File: config.mk
export PLATFORM = sky130hd
export DESIGN_NAME = iram_loader_flat
export DESIGN_NICKNAME = d
export VERILOG_FILES = /design/src/rtl/iram_loader_pkg.sv /design/src/rtl/iram_loader_if.sv /design/src/rtl/iram_loader_nibble_packer.sv /design/src/rtl/iram_loader.sv /design/src/flat_wrapper.sv
export SDC_FILE = /design/constraint.sdc
export NUM_CORES = 1
export LEC_CHECK = 0
export CAP_MARGIN = 10
export CORE_ASPECT_RATIO = 0.75
export CORE_UTILIZATION = 25
export CTS_CLUSTER_DIAMETER = 30
export DETAILED_ROUTE_END_ITERATION = 8
export PLACE_DENSITY = 0.42
export SYNTH_ARGS = -nofsm -noshare
export SYNTH_HDL_FRONTEND = slang
export SYNTH_SLANG_ARGS = --single-unit
File: constraint.sdc
create_clock -name clk -period 2 [get_ports clk]
set_input_delay 0.2 -clock clk [delete_from_list [all_inputs] [get_ports clk]]
set_output_delay 0.2 -clock clk [all_outputs]
set_load 0.01 [all_outputs]
File: src/rtl/iram_loader_pkg.sv
// Shared definitions for the IRAM loader: FSM encoding and nibble/word geometry.
package loader_pkg;

  localparam int NIBBLES_PER_WORD = 4;
  localparam int WORD_W           = 16;
  localparam int NIBBLE_W         = WORD_W / NIBBLES_PER_WORD;
  localparam int NIB_CNT_W        = $clog2(NIBBLES_PER_WORD);

  typedef enum logic [2:0] {
    IDLE  = 3'd0,
    HDR   = 3'd1,
    LOAD  = 3'd2,
    WRITE = 3'd3,
    DONE  = 3'd4,
    ERR   = 3'd5
  } loader_state_t;

  // Only the header and payload phases consume nibbles from the pins.
  function automatic logic accepts_nibbles(input loader_state_t s);
    return (s == HDR) || (s == LOAD);
  endfunction

endpackage

File: src/rtl/iram_loader_if.sv
// Nibble input stream plus IRAM write port, bundled for the loader and its environment.
interface iram_loader_if #(
  parameter int ADDR_W = 16
);
  import loader_pkg::*;

  logic [NIBBLE_W-1:0] datain;
  logic                din_valid;
  logic                din_ready;
  logic                mem_write_en;
  logic [ADDR_W-1:0]   mem_addr;
  logic [WORD_W-1:0]   mem_dataout;

  modport slave (
    input  datain,
    input  din_valid,
    output din_ready,
    output mem_write_en,
    output mem_addr,
    output mem_dataout
  );

  modport master (
    output datain,
    output din_valid,
    input  din_ready,
    input  mem_write_en,
    input  mem_addr,
    input  mem_dataout
  );

endinterface

File: src/rtl/iram_loader_nibble_packer.sv
// Assembles MSB-first nibbles into words; word_complete fires combinationally on the
// accept that delivers the last nibble so the word is usable on that same edge.
module nibble_packer
  import loader_pkg::*;
(
  input  logic                clk,
  input  logic                reset_n,
  input  logic                accept,
  input  logic [NIBBLE_W-1:0] datain,
  output logic [WORD_W-1:0]   word,
  output logic                word_complete
);

  // Only the three older nibbles need storing; the newest one comes straight from datain.
  logic [WORD_W-NIBBLE_W-1:0] sh;
  logic [NIB_CNT_W-1:0]       cnt;

  always_ff @(posedge clk or negedge reset_n) begin
    if (!reset_n) begin
      sh  <= '0;
      cnt <= '0;
    end else if (accept) begin
      sh  <= {sh[WORD_W-2*NIBBLE_W-1:0], datain};
      cnt <= cnt + 1'b1;
    end
  end

  assign word          = {sh, datain};
  assign word_complete = accept && (cnt == NIB_CNT_W'(NIBBLES_PER_WORD - 1));

endmodule

File: src/rtl/iram_loader.sv
// Streams a length-prefixed program from the nibble pins into IRAM while holding the core.
module iram_loader
  import loader_pkg::*;
#(
  parameter int ADDR_W    = 16,
  parameter int DEPTH     = 256,
  parameter int BASE_ADDR = 0
) (
  input  logic           clk,
  input  logic           reset_n,
  input  logic           start,
  iram_loader_if.slave   bus,
  output logic           core_hold,
  output logic           done,
  output logic           error
);

  localparam logic [ADDR_W-1:0] BASE    = ADDR_W'(BASE_ADDR);
  localparam logic [31:0]       DEPTH_U = DEPTH;

  loader_state_t     state, state_n;
  logic [WORD_W-1:0] word;
  logic              word_complete;
  logic              accept;
  logic [15:0]       len;
  logic [15:0]       word_cnt;
  logic [15:0]       word_cnt_inc;
  logic              last_word;
  logic              len_zero;
  logic              len_over;

  assign bus.din_ready    = accepts_nibbles(state);
  assign bus.mem_write_en = (state == WRITE);
  assign accept           = bus.din_valid && bus.din_ready;

  assign word_cnt_inc = word_cnt + 16'd1;
  assign last_word    = (word_cnt_inc == len);
  assign len_zero     = (word == '0);
  assign len_over     = ({16'd0, word} > DEPTH_U);

  nibble_packer u_packer (
    .clk           (clk),
    .reset_n       (reset_n),
    .accept        (accept),
    .datain        (bus.datain),
    .word          (word),
    .word_complete (word_complete)
  );

  always_ff @(posedge clk or negedge reset_n) begin
    if (!reset_n) state <= IDLE;
    else          state <= state_n;
  end

  always_comb begin
    state_n = state;
    unique case (state)
      IDLE:  if (start) state_n = HDR;
      HDR: begin
        if (word_complete) begin
          if (len_zero)      state_n = DONE;
          else if (len_over) state_n = ERR;
          else               state_n = LOAD;
        end
      end
      LOAD:  if (word_complete) state_n = WRITE;
      WRITE: state_n = last_word ? DONE : LOAD;
      DONE:  if (start) state_n = HDR;
      ERR:   if (start) state_n = HDR;
      default: state_n = IDLE;
    endcase
  end

  // Status flags, counters and the write port; start only matters outside a session.
  always_ff @(posedge clk or negedge reset_n) begin
    if (!reset_n) begin
      core_hold       <= 1'b0;
      done            <= 1'b0;
      error           <= 1'b0;
      len             <= '0;
      word_cnt        <= '0;
      bus.mem_addr    <= BASE;
      bus.mem_dataout <= '0;
    end else begin
      unique case (state)
        IDLE, DONE, ERR: begin
          if (start) begin
            core_hold <= 1'b1;
            done      <= 1'b0;
            error     <= 1'b0;
          end
        end
        HDR: begin
          if (word_complete) begin
            len          <= word;
            word_cnt     <= '0;
            bus.mem_addr <= BASE;
            if (len_zero) begin
              done      <= 1'b1;
              core_hold <= 1'b0;
            end else if (len_over) begin
              error     <= 1'b1;
            end
          end
        end
        LOAD: begin
          if (word_complete) bus.mem_dataout <= word;
        end
        WRITE: begin
          word_cnt     <= word_cnt_inc;
          bus.mem_addr <= bus.mem_addr + 1'b1;
          if (last_word) begin
            done      <= 1'b1;
            core_hold <= 1'b0;
          end
        end
        default: ;
      endcase
    end
  end

endmodule

File: src/flat_wrapper.sv
// flat-port wrapper written by rule: the top's interface ports become plain ports
module iram_loader_flat import loader_pkg::*;
#(
  parameter int ADDR_W    = 16,
  parameter int DEPTH     = 256,
  parameter int BASE_ADDR = 0
)
  (clk, reset_n, start, core_hold, done, error, bus_datain, bus_din_valid, bus_din_ready, bus_mem_write_en, bus_mem_addr, bus_mem_dataout);
  iram_loader_if #(.ADDR_W(ADDR_W)) bus_i ();
  input  logic clk;
  input  logic reset_n;
  input  logic start;
  output logic core_hold;
  output logic done;
  output logic error;
  input wire logic [$bits(bus_i.datain)-1:0] bus_datain;
  input wire logic [$bits(bus_i.din_valid)-1:0] bus_din_valid;
  output wire logic [$bits(bus_i.din_ready)-1:0] bus_din_ready;
  output wire logic [$bits(bus_i.mem_write_en)-1:0] bus_mem_write_en;
  output wire logic [$bits(bus_i.mem_addr)-1:0] bus_mem_addr;
  output wire logic [$bits(bus_i.mem_dataout)-1:0] bus_mem_dataout;
  assign bus_i.datain = bus_datain;
  assign bus_i.din_valid = bus_din_valid;
  assign bus_din_ready = bus_i.din_ready;
  assign bus_mem_write_en = bus_i.mem_write_en;
  assign bus_mem_addr = bus_i.mem_addr;
  assign bus_mem_dataout = bus_i.mem_dataout;
  iram_loader #(.ADDR_W(ADDR_W), .DEPTH(DEPTH), .BASE_ADDR(BASE_ADDR)) u_core (.clk(clk), .reset_n(reset_n), .start(start), .bus(bus_i), .core_hold(core_hold), .done(done), .error(error));
endmodule
== Word-level counts from Yosys, hierarchy flattened ==
Cells that the tools add are included.

* $add $sub $neg: 3
* Magnitude comparators: 1
* Equality and inequality tests: 14
* Muxes and demuxes: 24
* Reductions and logical operators: 15

{| class="wikitable"
|+ Operators with widths
! cell !! number
|-
| $pmux 16 s2 || 2
|-
| $add 16x1->16 const B || 2
|-
| $mux 3 || 6
|-
| $eq 16x16->1 || 1
|-
| $gt 16x9->1 const B || 1
|-
| $logic_not 16->1 || 1
|-
| $mux 16 || 1
|-
| $pmux 3 s4 || 1
|-
| $mux 1 || 11
|-
| $reduce_and 5->1 || 2
|-
| $ne 2x1->1 const B || 4
|-
| $eq 3x2->1 const B || 2
|-
| $eq 3x3->1 const B || 2
|-
| $ne 2x2->1 const B || 3
|-
| $pmux 1 s3 || 2
|-
| $reduce_and 2->1 || 3
|-
| $reduce_bool 2->1 || 2
|-
| $eq 3x1->1 const B || 1
|-
| $logic_not 3->1 || 1
|-
| $reduce_and 3->1 || 1
|-
| $reduce_bool 3->1 || 1
|-
| $reduce_or 3->1 || 1
|-
| $add 2x1->2 const B || 1
|-
| $eq 2x2->1 const B || 1
|-
| 3 further kinds || 4
|}

* Bits in registers: 84
* Bits of input ports: 8
* Output and inout bits: 37

== Depth between registers and ports, before layout ==
* Word-level depth: 6
* Mapped depth: 8

== Cells and area by module ==
A second synthesis with hierarchy kept.

* Cells, all modules: 422
* Area total of the unflattened synthesis: 4274.1 µm²

{| class="wikitable"
|+ Modules (own cells, without submodules)
! module !! times used !! cells an instance !! area each (µm²) !! seq. area each (µm²)
|-
| iram_loader || 1 || 386 || 3657.3 || 1751.7
|-
| nibble_packer || 1 || 36 || 616.8 || 350.3
|}

== Worst setup path before layout ==
No wires, ideal clock.

* Path kind: register to register
* Start point: register u_core.word_cnt[2]
* End point: register u_core.core_hold
* Setup time: 0.120 ns
* Data arrival time: 2.065 ns
* Required time: 1.880 ns
* Setup slack: -0.185 ns
* Stages on the path, launching flop included: 8
* Path buffers: 1
* Clock period less this slack: 2.185 ns
* Path through: dfrtp_1 -> clkbuf_2 -> nand3_1 -> nor4_1 -> xnor2_1 -> nand3_1 -> or4_4 -> o211a_1

* Cells in the longest elaborated chain, start to end: 4

{| class="wikitable"
|+ Ends and longest elaborated chain
! item !! line !! RTL
|-
| from (decl) || iram_loader.sv:26 || <nowiki>logic [15:0] word_cnt;</nowiki>
|-
| from (signal assigned) || iram_loader.sv:110 || <nowiki>word_cnt <= word_cnt_inc;</nowiki>
|-
| $add 16x1->16 || iram_loader.sv:36 || <nowiki>assign word_cnt_inc = word_cnt + 16'd1;</nowiki>
|-
| $eq 16x16->1 || iram_loader.sv:37 || <nowiki>assign last_word = (word_cnt_inc == len);</nowiki>
|-
| $ne 2x1->1 (no source line) || n/a ||
|-
| $reduce_and 5->1 (no source line) || n/a ||
|-
| to (signal assigned) || iram_loader.sv:77 || <nowiki>core_hold <= 1'b0;</nowiki>
|-
| to (signal assigned) || iram_loader.sv:88 || <nowiki>core_hold <= 1'b1;</nowiki>
|-
| to (signal assigned) || iram_loader.sv:100 || <nowiki>core_hold <= 1'b0;</nowiki>
|-
| to (decl) || iram_loader.sv:13 || <nowiki>output logic core_hold,</nowiki>
|}

Every way passes these cells.
A chain may end at the register's enable or synchronous reset.

== Final worst setup path ==
* Start point: register u_core.word_cnt[1]
* End point: register u_core.state[1]

* Cells in the longest elaborated chain, start to end: 4

{| class="wikitable"
|+ Ends and longest elaborated chain
! item !! line !! RTL
|-
| $add 16x1->16 || iram_loader.sv:36 ||
|-
| $eq 16x16->1 || iram_loader.sv:37 ||
|-
| $mux 3 || iram_loader.sv:67 || <nowiki>WRITE: state_n = last_word ? DONE : LOAD;</nowiki>
|-
| $pmux 3 s4 || iram_loader.sv:57 || <nowiki>unique case (state)</nowiki>
|-
| to (signal assigned) || iram_loader.sv:52 || <nowiki>else state <= state_n;</nowiki>
|-
| to (decl) || iram_loader.sv:21 || <nowiki>loader_state_t state, state_n;</nowiki>
|}

Every way passes these cells.

==> results.py <==
metrics = {
    "outcome": {
        "status": "finished, violations left",
        "violations": "setup timing",
    },
    "synth": {
        "synth_top_area_share_pct": 51.36,
        "ys_types": 45,
        "syn_avg_cell_area_um2": 9.698,
        "synth_simple_gate_area_share_pct": 20.64,
        "synth_top_family_by_area": "simple AND/OR/NAND/NOR gates",
        "ys_warn_count": 0,
        "synthAdderAreaFrac_pct": 0.9172,
        "synth_xor_area_share_pct": 4.922,
        "synthMuxAreaShare_pct": 8.468,
        "netlist_area_um2": 4093,
        "synth.area.top_cells": "dfrtp_1, mux2_2, nand2_1",
        "async_flop_share_pct": 100.0,
        "ys_ff_latch": 84,
        "ys.flop_type": "dfrtp_1",
        "synthesis.nets": 433,
        "synth-compound-area-share_pct": 11.22,
        "postSynthCellCount": 422,
        "synth_enable_flop_cells": 0,
        "yosysSeqAreaShare_pct": 51.36,
        "yosysTopAreaCell": "dfrtp_1",
    },
    "detailed_routing": {
        "wire_per_inst_um": 14.87,
        "vias": 3466,
        "drtPass1Iterations": 4,
        "drt_iter0_markers": 150,
        "routed_wl_um": 11050,
        "ant_nets": 0,
        "via_per_inst": 4.665,
        "drc_errors": 0,
    },
    "pwr": {
        "p_per_area_nw_per_um2": 1230,
        "vdd.ir_drop.worst_mv": 0.5375,
        "power_mw": 7.099,
        "leakage_nw": 2.593,
    },
    "layout": {
        "layout-drive-gt1-share_pct": 26.64,
        "multiInputGateArea_um2": 2091,
        "diodes": 0,
        "fillCellCount": 1644,
        "fin_cells": 743,
        "final_area_um2": 5769,
        "seq_area_um2": 2102,
        "area_growth_pct": 40.97,
        "finalNetCount": 539,
    },
    "sta": {
        "setup-violations-final": 4,
        "slew_violations": 0,
        "fin_crit_sh_pct": 111.3,
        "fmax_mhz": 449.4,
        "skew_ns": 0.005906,
        "finalHoldViolCount": 0,
        "worst_pin_slew_ns": 0.4769,
        "slew_headroom_pct": 67.96,
        "fin_crit_ns": 2.225,
        "rsz0062_at_grt": "yes",
        "hold_slack_ns": 0.3439,
        "finalWorstSetupSlack_ns": -0.2253,
    },
    "placement": {
        "dp.cells": 711,
        "numPortBuffers": 44,
        "hpwl_um": 7864,
        "gp_congestion": 0.8141,
        "placed_area_um2": 5223,
        "place_ws_ns": -0.3725,
    },
    "floorplanning": {
        "rows": 40,
        "die_area_um2": 16890,
        "initial_utilization_pct": 25.55,
        "io-pin-count": 45,
        "die_h_um": 112.8,
        "core_um2": 16020,
        "die_w_um": 149.7,
    },
    "flow_run": {
        "maxCapViolations": 0,
    },
    "worst_setup_path": {
        "crit_fanout": 4,
        "critPathKind": "register to register",
        "end_kind": "register",
        "critPathLaunchType": "register",
        "critical_path_required_ns": 2.22,
        "cp.arrival_ns": 2.44,
    },
    "global_routing": {
        "gr-total-overflow": 0,
        "grt_pass1_wl_um": 18260,
        "antenna_found_initial": 0,
        "grt_max_degree": 55,
        "grt_pass1_vias": 3409,
        "grt_util_all_layers_pct": 14.01,
    },
    "clock_network": {
        "cts_tree": "yes",
        "htreeDepth": 3,
        "clk_latency_ns": 0.34,
        "cts-root-buf": "clkbuf_16",
        "numCtsBuffers": 9,
        "cts_max_path_buffers": 2,
        "path_clk_slew_ns": 0.06,
        "clkSinkCount": 84,
    },
    "min_path": {
        "hp-class": "input port to asynchronous set/reset pin",
    },
}
cell type report:
cell class                 instances  share of cell area (%)
sequential                        84                   36.43
timing repair buffer             116                   17.81
clock inverter                     4                  0.4337
inverter                           3                  0.2602
clock buffer                      12                   4.272
tap                              210                   4.554
multi-input combinational        314                   36.24
cells in the mapped netlist, types with 4 or more instances:
master	number
nor3b_1	4
mux2_2	29
buf_2	5
xor2_1	8
dfrtp_1	84
o31ai_1	7
o211ai_1	4
nor4_1	8
and3_1	7
clkbuf_1	10
nand2_1	86
nor3_1	6
xnor2_1	15
a21oi_1	12
o41ai_1	4
o21ai_0	40
nand4_1	6
buf_1	4
nor2_1	26
nand3_1	19
stage by stage:
stage,utilization (%),setup TNS [ns]
after floorplan,-,-0.1263
after global placement,32.61,-0.7547
after detailed placement,32.61,-1.048
after CTS,35.38,-0.4747
after global routing,36.02,-1.028
final,36.02,-0.5537
routing by layer:
| layer | global-route usage (%) | share of wire, % |
|---|---|---|
| met1 | 20.73 | 53 |
| met2 | 20.34 | 42 |
| met3 | 2.944 | 3.1 |
| met4 | 4.108 | 1.4 |
| met5 | 0 | 0 |
cells by family (layout without fill, tap and decap cells):
| family | count (synthesis) | count (layout) |
|---|---|---|
| simple gates | 180 | 180 |
| flops | 84 | 84 |
| compound gates | 77 | 77 |
| mux | 31 | 31 |
| buf+inv | 24 | 135 |
| xor+xnor | 23 | 23 |
| fa+ha+maj | 3 | 3 |
layout by cell type (no fill, tap or decap), types with 3 or more instances in the layout:
cell type        instances
buf_4                   64
mux2_2                  29
o41ai_1                  3
nor3_1                   6
clkinvlp_4               3
clkbuf_16                9
nand2b_1                 3
a21oi_1                 11
xor2_1                   8
nand4_1                  6
dfrtp_1                 84
o21ai_0                 40
buf_6                    6
nand3_1                 16
o31ai_1                  7
o211ai_1                 4
nor2_1                  26
clkdlybuf4s50_1         42
nor4_4                   5
nand2_1                 84
xnor2_1                 13
nor3b_1                  3
and3_1                   6
nand3b_1                 3
worst paths after layout:
check | start | end | slack, ns | cells past startpoint
setup reg to reg | u_core.word_cnt[1] | u_core.state[1] | -0.23 | 9
max in group asynchronous | reset_n | u_core.bus.mem_dataout[12] | 1.00 | 3
setup / recovery | u_core.word_cnt[1] | u_core.state[1] | -0.23 | 9
hold / removal | reset_n | u_core.bus.mem_addr[5] | 0.34 | 2
hold reg to reg | u_core.u_packer.cnt[0] | u_core.u_packer.cnt[0] | 0.48 | 1
min in group clk | u_core.u_packer.cnt[0] | u_core.u_packer.cnt[0] | 0.48 | 1
state kept, by name, summed over array words and instances, names as in the netlist:
| name | cells |
|---|---|
| u_core.bus.mem_addr | 16 |
| u_core.u_packer.cnt | 2 |
| u_core.word_cnt | 16 |
| u_core.done | 1 |
| u_core.len | 16 |
| u_core.bus.mem_dataout | 16 |
| u_core.u_packer.sh | 12 |
| u_core.state | 3 |
| u_core.error | 1 |
| u_core.core_hold | 1 |
report_power, final:
part	internal (mW)	switching (mW)
combinational	1.40	1.36
sequential	2.24	0.548
clock	0.872	0.679
total	4.51	2.58
critical path, stage by stage (launching register included):
cell and delay (ns):
dfrtp_1 0.43, buf_6 0.13, nand3_4 0.10, nor4_4 0.34
xnor2_1 0.16, nand3_1 0.14, buf_4 0.17, o41ai_4 0.39
buf_4 0.17, o221ai_2 0.07
timing repair:
action	CTS	global route
setup endpoints to repair	6	8
gates resized for setup	19	12
hold buffers	1	0
buffers inserted	9	6
pin swaps	18	14
hold endpoints to repair	30	0
(Power assumes the default switching activity.)
